[config.mk]
export PLATFORM = sky130hd
export DESIGN_NAME = rv32i_decode_stage
export DESIGN_NICKNAME = d
export VERILOG_FILES = /design/src/rtl/riscv_pkg.sv /design/src/rtl/rv32i_decode_stage_regfile.sv /design/src/rtl/rv32i_decode_stage.sv
export SDC_FILE = /design/constraint.sdc
export NUM_CORES = 2
export LEC_CHECK = 0
export ABC_AREA = 1
export ABC_CLOCK_PERIOD_IN_PS = 1950
export CAP_MARGIN = 10
export CORE_UTILIZATION = 40
export CTS_BUF_LIST = sky130_fd_sc_hd__clkbuf_8 sky130_fd_sc_hd__clkbuf_16
export DETAILED_ROUTE_END_ITERATION = 10
export SYNTH_ARGS = -nofsm -noshare
export SYNTH_HDL_FRONTEND = slang
export SYNTH_SLANG_ARGS = --single-unit
[constraint.sdc]
create_clock -name clk -period 1.95 [get_ports clk]
set_input_delay 0.195 -clock clk [delete_from_list [all_inputs] [get_ports clk]]
set_output_delay 0.195 -clock clk [all_outputs]
set_load 0.01 [all_outputs]
[src/rtl/riscv_pkg.sv]
// Shared RV32I decode types: instruction formats, base opcodes and the decoded packet.
package riscv_pkg;

  localparam int XLEN  = 32;
  localparam int NREGS = 32;

  typedef enum logic [2:0] {
    FMT_R       = 3'd0,
    FMT_I       = 3'd1,
    FMT_S       = 3'd2,
    FMT_B       = 3'd3,
    FMT_U       = 3'd4,
    FMT_J       = 3'd5,
    FMT_ILLEGAL = 3'd6
  } instr_fmt_e;

  localparam logic [6:0] OP_IMM = 7'h13;
  localparam logic [6:0] OP     = 7'h33;
  localparam logic [6:0] LOAD   = 7'h03;
  localparam logic [6:0] STORE  = 7'h23;
  localparam logic [6:0] BRANCH = 7'h63;
  localparam logic [6:0] LUI    = 7'h37;
  localparam logic [6:0] AUIPC  = 7'h17;
  localparam logic [6:0] JAL    = 7'h6F;
  localparam logic [6:0] JALR   = 7'h67;

  typedef struct packed {
    logic [31:0]     idata;
    logic [XLEN-1:0] rv1;
    logic [XLEN-1:0] rv2;
    logic [XLEN-1:0] imm;
    logic [4:0]      rd;
    instr_fmt_e      fmt;
  } decoded_pkt_t;

endpackage

[src/rtl/rv32i_decode_stage_regfile.sv]
// Architectural register file: two combinational reads, one synchronous write, x0 tied to zero.
module rv32i_regfile #(
  parameter int XLEN  = 32,
  parameter int NREGS = 32
) (
  input  logic                     clk,
  input  logic                     rst_n,
  input  logic [$clog2(NREGS)-1:0] raddr1,
  output logic [XLEN-1:0]          rdata1,
  input  logic [$clog2(NREGS)-1:0] raddr2,
  output logic [XLEN-1:0]          rdata2,
  input  logic                     wen,
  input  logic [$clog2(NREGS)-1:0] waddr,
  input  logic [XLEN-1:0]          wdata
);

  logic [NREGS-1:0][XLEN-1:0] regs;

  always_ff @(posedge clk or negedge rst_n) begin
    if (!rst_n) begin
      regs <= '0;
    end else if (wen && waddr != '0) begin
      regs[waddr] <= wdata;
    end
  end

  // x0 is never written, so its storage stays zero from reset
  assign rdata1 = regs[raddr1];
  assign rdata2 = regs[raddr2];

endmodule

[src/rtl/rv32i_decode_stage.sv]
// Single-stage RV32I decode: regfile read with writeback bypass, immediate build, registered packet.
module rv32i_decode_stage
  import riscv_pkg::*;
(
  input  logic            clk,
  input  logic            rst_n,
  input  logic            in_valid,
  output logic            in_ready,
  input  logic [31:0]     in_instr,
  output logic            out_valid,
  input  logic            out_ready,
  output logic [31:0]     out_idata,
  output logic [XLEN-1:0] out_rv1,
  output logic [XLEN-1:0] out_rv2,
  output logic [XLEN-1:0] out_imm,
  output logic [4:0]      out_rd,
  output logic [2:0]      out_fmt,
  input  logic            wb_en,
  input  logic [4:0]      wb_addr,
  input  logic [XLEN-1:0] wb_data
);

  logic [4:0]      rs1, rs2;
  logic [XLEN-1:0] rf_rv1, rf_rv2;
  logic            accept;
  instr_fmt_e      fmt;
  decoded_pkt_t    pkt_d, pkt_q;
  logic            vld_q;

  assign rs1 = in_instr[19:15];
  assign rs2 = in_instr[24:20];

  rv32i_regfile #(.XLEN(XLEN), .NREGS(NREGS)) u_rf (
    .clk    (clk),
    .rst_n  (rst_n),
    .raddr1 (rs1),
    .rdata1 (rf_rv1),
    .raddr2 (rs2),
    .rdata2 (rf_rv2),
    .wen    (wb_en),
    .waddr  (wb_addr),
    .wdata  (wb_data)
  );

  assign in_ready = !vld_q || out_ready;
  assign accept   = in_valid && in_ready;

  always_comb begin
    fmt = FMT_ILLEGAL;
    case (in_instr[6:0])
      OP:                  fmt = FMT_R;
      OP_IMM, LOAD, JALR:  fmt = FMT_I;
      STORE:               fmt = FMT_S;
      BRANCH:              fmt = FMT_B;
      LUI, AUIPC:          fmt = FMT_U;
      JAL:                 fmt = FMT_J;
      default:             fmt = FMT_ILLEGAL;
    endcase
  end

  always_comb begin
    pkt_d       = '0;
    pkt_d.idata = in_instr;
    pkt_d.rd    = in_instr[11:7];
    pkt_d.fmt   = fmt;
    // same-cycle writeback wins over the stale regfile value
    pkt_d.rv1 = (wb_en && wb_addr != 5'd0 && wb_addr == rs1) ? wb_data : rf_rv1;
    pkt_d.rv2 = (wb_en && wb_addr != 5'd0 && wb_addr == rs2) ? wb_data : rf_rv2;
    case (fmt)
      FMT_I: pkt_d.imm = {{20{in_instr[31]}}, in_instr[31:20]};
      FMT_S: pkt_d.imm = {{20{in_instr[31]}}, in_instr[31:25], in_instr[11:7]};
      FMT_B: pkt_d.imm = {{19{in_instr[31]}}, in_instr[31], in_instr[7],
                          in_instr[30:25], in_instr[11:8], 1'b0};
      FMT_U: pkt_d.imm = {in_instr[31:12], 12'b0};
      FMT_J: pkt_d.imm = {{11{in_instr[31]}}, in_instr[31], in_instr[19:12],
                          in_instr[20], in_instr[30:21], 1'b0};
      default: pkt_d.imm = '0;
    endcase
    if (fmt == FMT_ILLEGAL) begin
      pkt_d.rv1 = '0;
      pkt_d.rv2 = '0;
    end
  end

  always_ff @(posedge clk or negedge rst_n) begin
    if (!rst_n) begin
      vld_q <= 1'b0;
      pkt_q <= '0;
    end else if (accept) begin
      vld_q <= 1'b1;
      pkt_q <= pkt_d;
    end else if (out_ready) begin
      vld_q <= 1'b0;
    end
  end

  assign out_valid = vld_q;
  assign out_idata = pkt_q.idata;
  assign out_rv1   = pkt_q.rv1;
  assign out_rv2   = pkt_q.rv2;
  assign out_imm   = pkt_q.imm;
  assign out_rd    = pkt_q.rd;
  assign out_fmt   = pkt_q.fmt;

endmodule

==> Word-level counts from Yosys, hierarchy flattened <==
Index checks and enable logic that the tools add are counted.
{ "classes": {"addsub": 0, "multipliers": 0, "div": 0, "n_lt_le_gt_ge": 4, "eq_ne": 17, "n_shift": 0, "mux": 14, "n_bitwise": 0, "n_reduce_logical": 11} }
{ "ops": {"columns": ["cell", "count"], "rows": [
  ["$bwmux 1024", 1],
  ["$bmux 32 s5", 2],
  ["$demux 32 s5", 1],
  ["$mux 32", 5],
  ["$pmux 32 s5", 1],
  ["$mux 64", 1],
  ["$eq 7x6->1 const B", 3],
  ["$eq 7x7->1 const B", 3],
  ["$lt 5x6->1 const B", 3],
  ["$pmux 3 s6", 1],
  ["$eq 7x5->1 const B", 2],
  ["$eq 5x5->1", 2],
  ["$eq 3x3->1 const B", 3],
  ["$eq 7x2->1 const B", 1],
  ["$eq 3x2->1 const B", 2],
  ["$ge 5x1->1 const B", 1],
  ["$logic_and 1x1->1", 5],
  ["$reduce_bool 5->1", 1],
  ["$eq 3x1->1 const B", 1],
  ["$reduce_or 3->1", 1],
  ["$mux 1", 2],
  ["$reduce_bool 2->1", 1],
  ["$reduce_or 2->1", 1],
  ["$logic_not 1->1", 1],
  ["$logic_or 1x1->1", 1]
]} }
{ "word_totals": {"regBits": 1161, "latch_bits": 0, "ram_bits": 0, "romBits": 0, "input_bits": 74, "wordCells": 85, "mem_count": 0} }

==> Longest topological paths before layout <==
{ "depth": {"depth_word": 5, "ltp_mapped": 17} }

==> Hierarchy <==
A second synthesis with hierarchy kept.
{ "unflattened": {"hier_cells": 9474, "area_unflattened_um2": 64637.0} }
{ "by_module_without_submodules": {"columns": ["module", "n_inst", "cells_per_inst", "area_each_um2"], "rows": [
  ["rv32i_regfile", 1, 8677, 58277.1],
  ["rv32i_decode_stage", 1, 797, 6359.8]
]} }

==> Worst setup path after synthesis <==
Ideal clock, no wire load.
{ "synth_timing": {"kind": "input-to-reg", "start": "input in_instr[2]", "end": "register pkt_q (netlist bit out_imm[17])", "arrival_ps": 1814, "setup_slack_ps": 13, "path_stages": 12, "path_cell_list": "nor2_1 nand2_2 nor3_2 inv_1 ha_1 or2_2 buf_2 nand2_1 inv_2 buf_2 o21ai_0 nand2_1"} }
{ "synth_via": {"elab_chain_len": 5} }
{ "synth_rtl": {"columns": ["item", "line_no", "text"], "rows": [
  ["start, declared", "rv32i_decode_stage.sv:9", "input logic [31:0] in_instr,"],
  ["$eq 7x5->1, or another cell as far along", "rv32i_decode_stage.sv:50", "case (in_instr[6:0])"],
  ["$reduce_or 3->1 or $reduce_or 2->1 (tied branches)", "rv32i_decode_stage.sv:50", null],
  ["$pmux 3 s6 *", "rv32i_decode_stage.sv:50", null],
  ["$eq 3x3->1, or another cell as far along", "rv32i_decode_stage.sv:69", "case (fmt)"],
  ["$pmux 32 s5 *", "rv32i_decode_stage.sv:69", null],
  ["end signal, assigned", "rv32i_decode_stage.sv:91", "pkt_q <= pkt_d;"],
  ["end, declared", "rv32i_decode_stage.sv:27", "decoded_pkt_t pkt_d, pkt_q;"]
]} }
Every way passes the cells marked *; elsewhere a longest branch is shown, timed or not.
A chain may end at the register's enable or synchronous reset.

==> Final worst setup path <==
{ "layout_timing": {"start": "register pkt_q (netlist bit out_idata[19])", "end": "output out_idata[19]"} }
{ "layout_lines": {"columns": ["item", "line_no", "text"], "rows": [
  ["end, declared", "rv32i_decode_stage.sv:12", "output logic [31:0] out_idata,"]
]} }
No word-level cell between the ends.

==> results.txt <==
Total congestion overflow: 0. The final layout contains routed wiring with a total length of 258.8 mm. The worst register-to-register path has a setup slack of 0.38 ns. Measured on the finished design, the core utilization comes to 48.02%.

By area the synthesized netlist is led by sky130_fd_sc_hd__dfrtp_1, sky130_fd_sc_hd__nand2_1, sky130_fd_sc_hd__nand3_1. For the count of pins on the block boundary, the log shows 212. The via count of the first global-routing pass was 60980; the data arrival time of the worst path was 1.71 ns. The final critical delay including setup and external delays came out at 1.905 ns.

Number of flops mapped to enable cells by yosys: 0. The number of warning messages in the yosys log is 0. Of all cell types, the one taking the most synthesized area is sky130_fd_sc_hd__dfrtp_1. Number of buffers inserted by port buffering: 211.

The max capacitance violation total is 0, and the total setup violations reported at the end of the flow is 0. Sequential elements use 45.28% of the synthesized area. The multiplexer fraction of the synthesized cell area is 0%, and the final-layout setup total negative slack is 0 ns. TritonCTS built the clock tree.

The count of final max-slew check failures is 0. The run gives 0.7555 mV as the maximum resistive drop on vdd. Entering global routing, the biggest net connects 107 pins. The required time of the worst setup path came out at 1.75 ns. The floorplan step defined a die boundary enclosing 161300 µm². In this run, the clock network consumes 35.6% of the power.

The number of stages on the worst hold path is 3. The share of the synthesized area in the top cell type came out at 45.28%. The first global-routing pass estimated 389.3 mm of wire. The number of nets handed over by synthesis was 9299. For this run, the total global-route usage over all layers was measured as 31.62%. The first TritonRoute pass finished after 9 iterations. The pin slew with the least headroom to its limit came out at 0.6764 ns. The worst register-to-register path has a depth of 9.

Once the floorplan was initialized, standard cells occupied 40.33% of the core. The final count of hold timing violations came out at 0. The overall via count from detail_route was 65060.

The final RePlAce weighted congestion is 0.9010. The tools report the launch point of the worst hold path as in_instr[30]. For this design the ratio of total power to cell area is 929.3 nW/µm².

The flow ran to the end, and the final reports show no timing, DRC or antenna violations. For the maximum operating frequency, the log shows 524.8 MHz. The mapped netlist covers 63880 µm².

For the final database, setup skew stands at 0.02365 ns. For this design, the slowest cell found on the critical path is sky130_fd_sc_hd__clkdlybuf4s50_1. The end of the worst register-to-register path was out_rv1[18]. The worst pin sits at a relative slew slack of 54.76%. Setup repair after global routing left no endpoint under its margin. For the initial antenna violation count, the log shows 15. The wire-length estimate of the detail-placed layout is 162.9 mm.

In the final routed layout, each cell accounts on average for 22.62 µm. The run gives 9339 as the count of nets after finishing. End point of the most critical hold path: out_idata[30].

The top fanout value on the critical path was 2. The logs give 22.32 mW for the power spent charging and discharging nets and 0 for the number of routed nets with antenna violations. The critical path goes through clkdlybuf4s50_1. After synthesis, the largest family of logic cells by area is simple AND/OR/NAND/NOR gates. The multi-input combinational cells in the finished layout cover a total of 28990 µm². The later pin in the worst-skew pair is clocked with a latency of 0.78 ns. The final routed DRC violation total is 0. The tools report the number of instances in the synthesized netlist as 9224.

The net switching share of the total power is 31.58%. The complex-gate fraction of the synthesized area came out at 13.41%. For the number of clock sinks seen by CTS, the log shows 1156.

Fill cells in the final layout number 15420. The fraction of power consumed by combinational cells is 20.9%, and the highest cell delay on the worst timing path is 0.56 ns. Relative to the synthesized area, the layout overhead comes to 19.07%. Synthesis inferred 1156 register bits. In this run the standard cell core region covers 158400 µm². Number of H-tree branching levels: 4. After synthesis, the most frequently instantiated cells are sky130_fd_sc_hd__nand2_1, sky130_fd_sc_hd__nand3_1, sky130_fd_sc_hd__o21ai_0, sky130_fd_sc_hd__dfrtp_1, sky130_fd_sc_hd__inv_1.

The floorplan has 146 rows. The synthesized area per cell came out at 6.925 µm². The worst path uses 97.71% of the clock period. The post-route netlist has 9.219% of its cells at a drive strength greater than 1.

The clock-pin slew on the worst setup and hold paths was 0.06 ns. The setup path with the least slack is of type register to output pin. In this run the clock root is driven by a sky130_fd_sc_hd__clkbuf_16. The tools report the origin of the critical flop-to-flop path as u_rf.regs[402].

The synthesized netlist devotes 0.01959% of its cell area to adder and majority cells. In this run, CTS created clock tree buffers numbering 132. The kind of cell with the highest combined delay along the critical path is buffers and inverters.

The worst setup path is launched from a register. After synthesis, the share of flip-flops with an asynchronous set or reset is 100.0%. The most used flip-flop cell after synthesis is sky130_fd_sc_hd__dfrtp_1. In the routed layout, each cell is associated on average with a via count of 5.687. The min-delay analysis places its worst path in the category input pin to register. The worst setup path is captured at an output pin.

After Yosys synthesis, and, or, nand and nor cells account for 31.69% of the synthesized area. The vertical die dimension was 401.6 µm. The most frequently used cell type in the post-synthesis netlist is sky130_fd_sc_hd__nand2_1. Of the total synthesized cell area, the portion taken by XOR and XNOR cells is 0.05484%.

From left edge to right edge, the die measures 401.6 µm. Internal power comes to 48.36 mW. No sink is reached through more buffers than the 3 on the longest clock path. Registers take 28960 µm².

In this run, flip-flops and latches consume 43.4% of the power. Number of buffer and inverter instances along the worst setup path: 1. For the standby leakage power, the log shows 37.93 nW. The first-iteration detailed-routing DRC count was 9071; the unique cell type count in the Yosys netlist was 29.
flip-flops by register name, summed over array words and instances, names as in the netlist:
signal and count:
u_rf.regs 1024, out_idata 32, out_imm 32, out_rv1 32, out_rv2 32, out_fmt 3, out_valid 1
kinds of logic after synthesis:
kind of cell | Yosys count
buffers and inverters | 1540
DFF | 1156
and+or+nand+nor | 4817
xor gates and xnor gates | 4
adders and majority gates | 1
AOI/OAI and AO/OA | 1706
how the worst max path moves through the flow:
stage	startpoint	endpoint	slack (ns)	cells past startpoint
after floorplan	in_instr[2]	out_imm[17]	0.01	12
after global placement	in_instr[4]	out_imm[21]	-0.61	16
after detailed placement	in_instr[4]	out_imm[21]	-0.61	16
after CTS	out_fmt[2]	out_fmt[2]	0.001	1
after global routing	out_idata[11]	out_idata[11]	0.007	1
final	out_idata[19]	out_idata[19]	0.04	1
per-layer routing:
layer	track usage (%)	share of wire, %	vias to the layer above
met2	47.42	43	3664
met3	6.485	11	643
li1	-	-	29730
met1	44.52	42	31020
met5	0	0.018	-
met4	12.46	4.0	8
worst min-delay path, delay by kind of cell:
| family | cells | cell delay [ns] |
|---|---|---|
| buffers and inverters | 1 | 0.47 |
| and+or+nand+nor | 2 | 0.14 |
area by class of cell:
cell class	instances	share of cell area (%)
Inverter	756	3.784
Clock buffer	173	5.218
Timing Repair Buffer	690	10.89
Antenna cell	8	0.02632
Multi-Input combinational cell	6528	38.11
Sequential cell	1156	38.08
Tap cell	2072	3.409
Clock inverter	58	0.4787
layout by cell type, fill, tap and decap left out, drive strengths merged:
| master | Yosys | layout |
|---|---|---|
| nand2 | 3191 | 3191 |
| nand3 | 1451 | 1451 |
| o21ai | 1341 | 1341 |
| dfrtp | 1156 | 1156 |
| inv | 736 | 767 |
| buf | 304 | 487 |
| a21oi | 349 | 349 |
| clkbuf | 480 | 173 |
| dlygate4sd2 | 0 | 101 |
| clkdlybuf4s50 | 0 | 99 |
| nor2 | 77 | 77 |
| or2 | 72 | 72 |
| clkinv | 20 | 43 |
| nor3 | 13 | 13 |
| nand4 | 12 | 12 |
| o211ai | 9 | 9 |
| diode | 0 | 8 |
| xor2 | 4 | 4 |
| o22ai | 4 | 4 |
| bufinv | 0 | 4 |
| a31oi | 3 | 3 |
| dlygate4sd3 | 0 | 3 |
| nor4 | 1 | 1 |
| ha | 1 | 1 |
timing repair:
action / 4_1_cts / 5_1_grt
gates cloned: 0 / 0
buffers inserted: 3 / 0
hold buffers: 3 / 0
resized for setup: 129 / 2
endpoints found under the setup margin: 102 / 11
hold endpoints to repair: 1157 / 0
power groups by stage:
stage               Clock [mW]  Sequential [mW]  Combinational [mW]
floorplan                    0             30.4                9.63
global placement             0             30.9                14.2
detailed placement           0             31.0                14.6
CTS                       25.5             30.6                14.7
global route              26.4             31.2                16.8
finish                    25.2             30.7                14.8
metrics by stage:
step | cell area [µm²] | worst slack (ns) | hold WS (ns) | power (mW) | instances
6_report | 76060 | 0.04460 | 0.06596 | 70.69 | 11440
5_1_grt | 76040 | 0.007430 | 0.06304 | 74.39 | 11430
4_1_cts | 76040 | 0.001459 | 0.01181 | 70.77 | 11430
3_5_place_dp | 71740 | -0.6094 | 0.07246 | 45.61 | 11200
3_3_place_gp | 71740 | -0.6106 | 0.07418 | 45.10 | 11200
2_1_floorplan | 63880 | 0.01319 | -0.1006 | 40.02 | 9224
No activity file was read; power rests on OpenSTA's default activity.
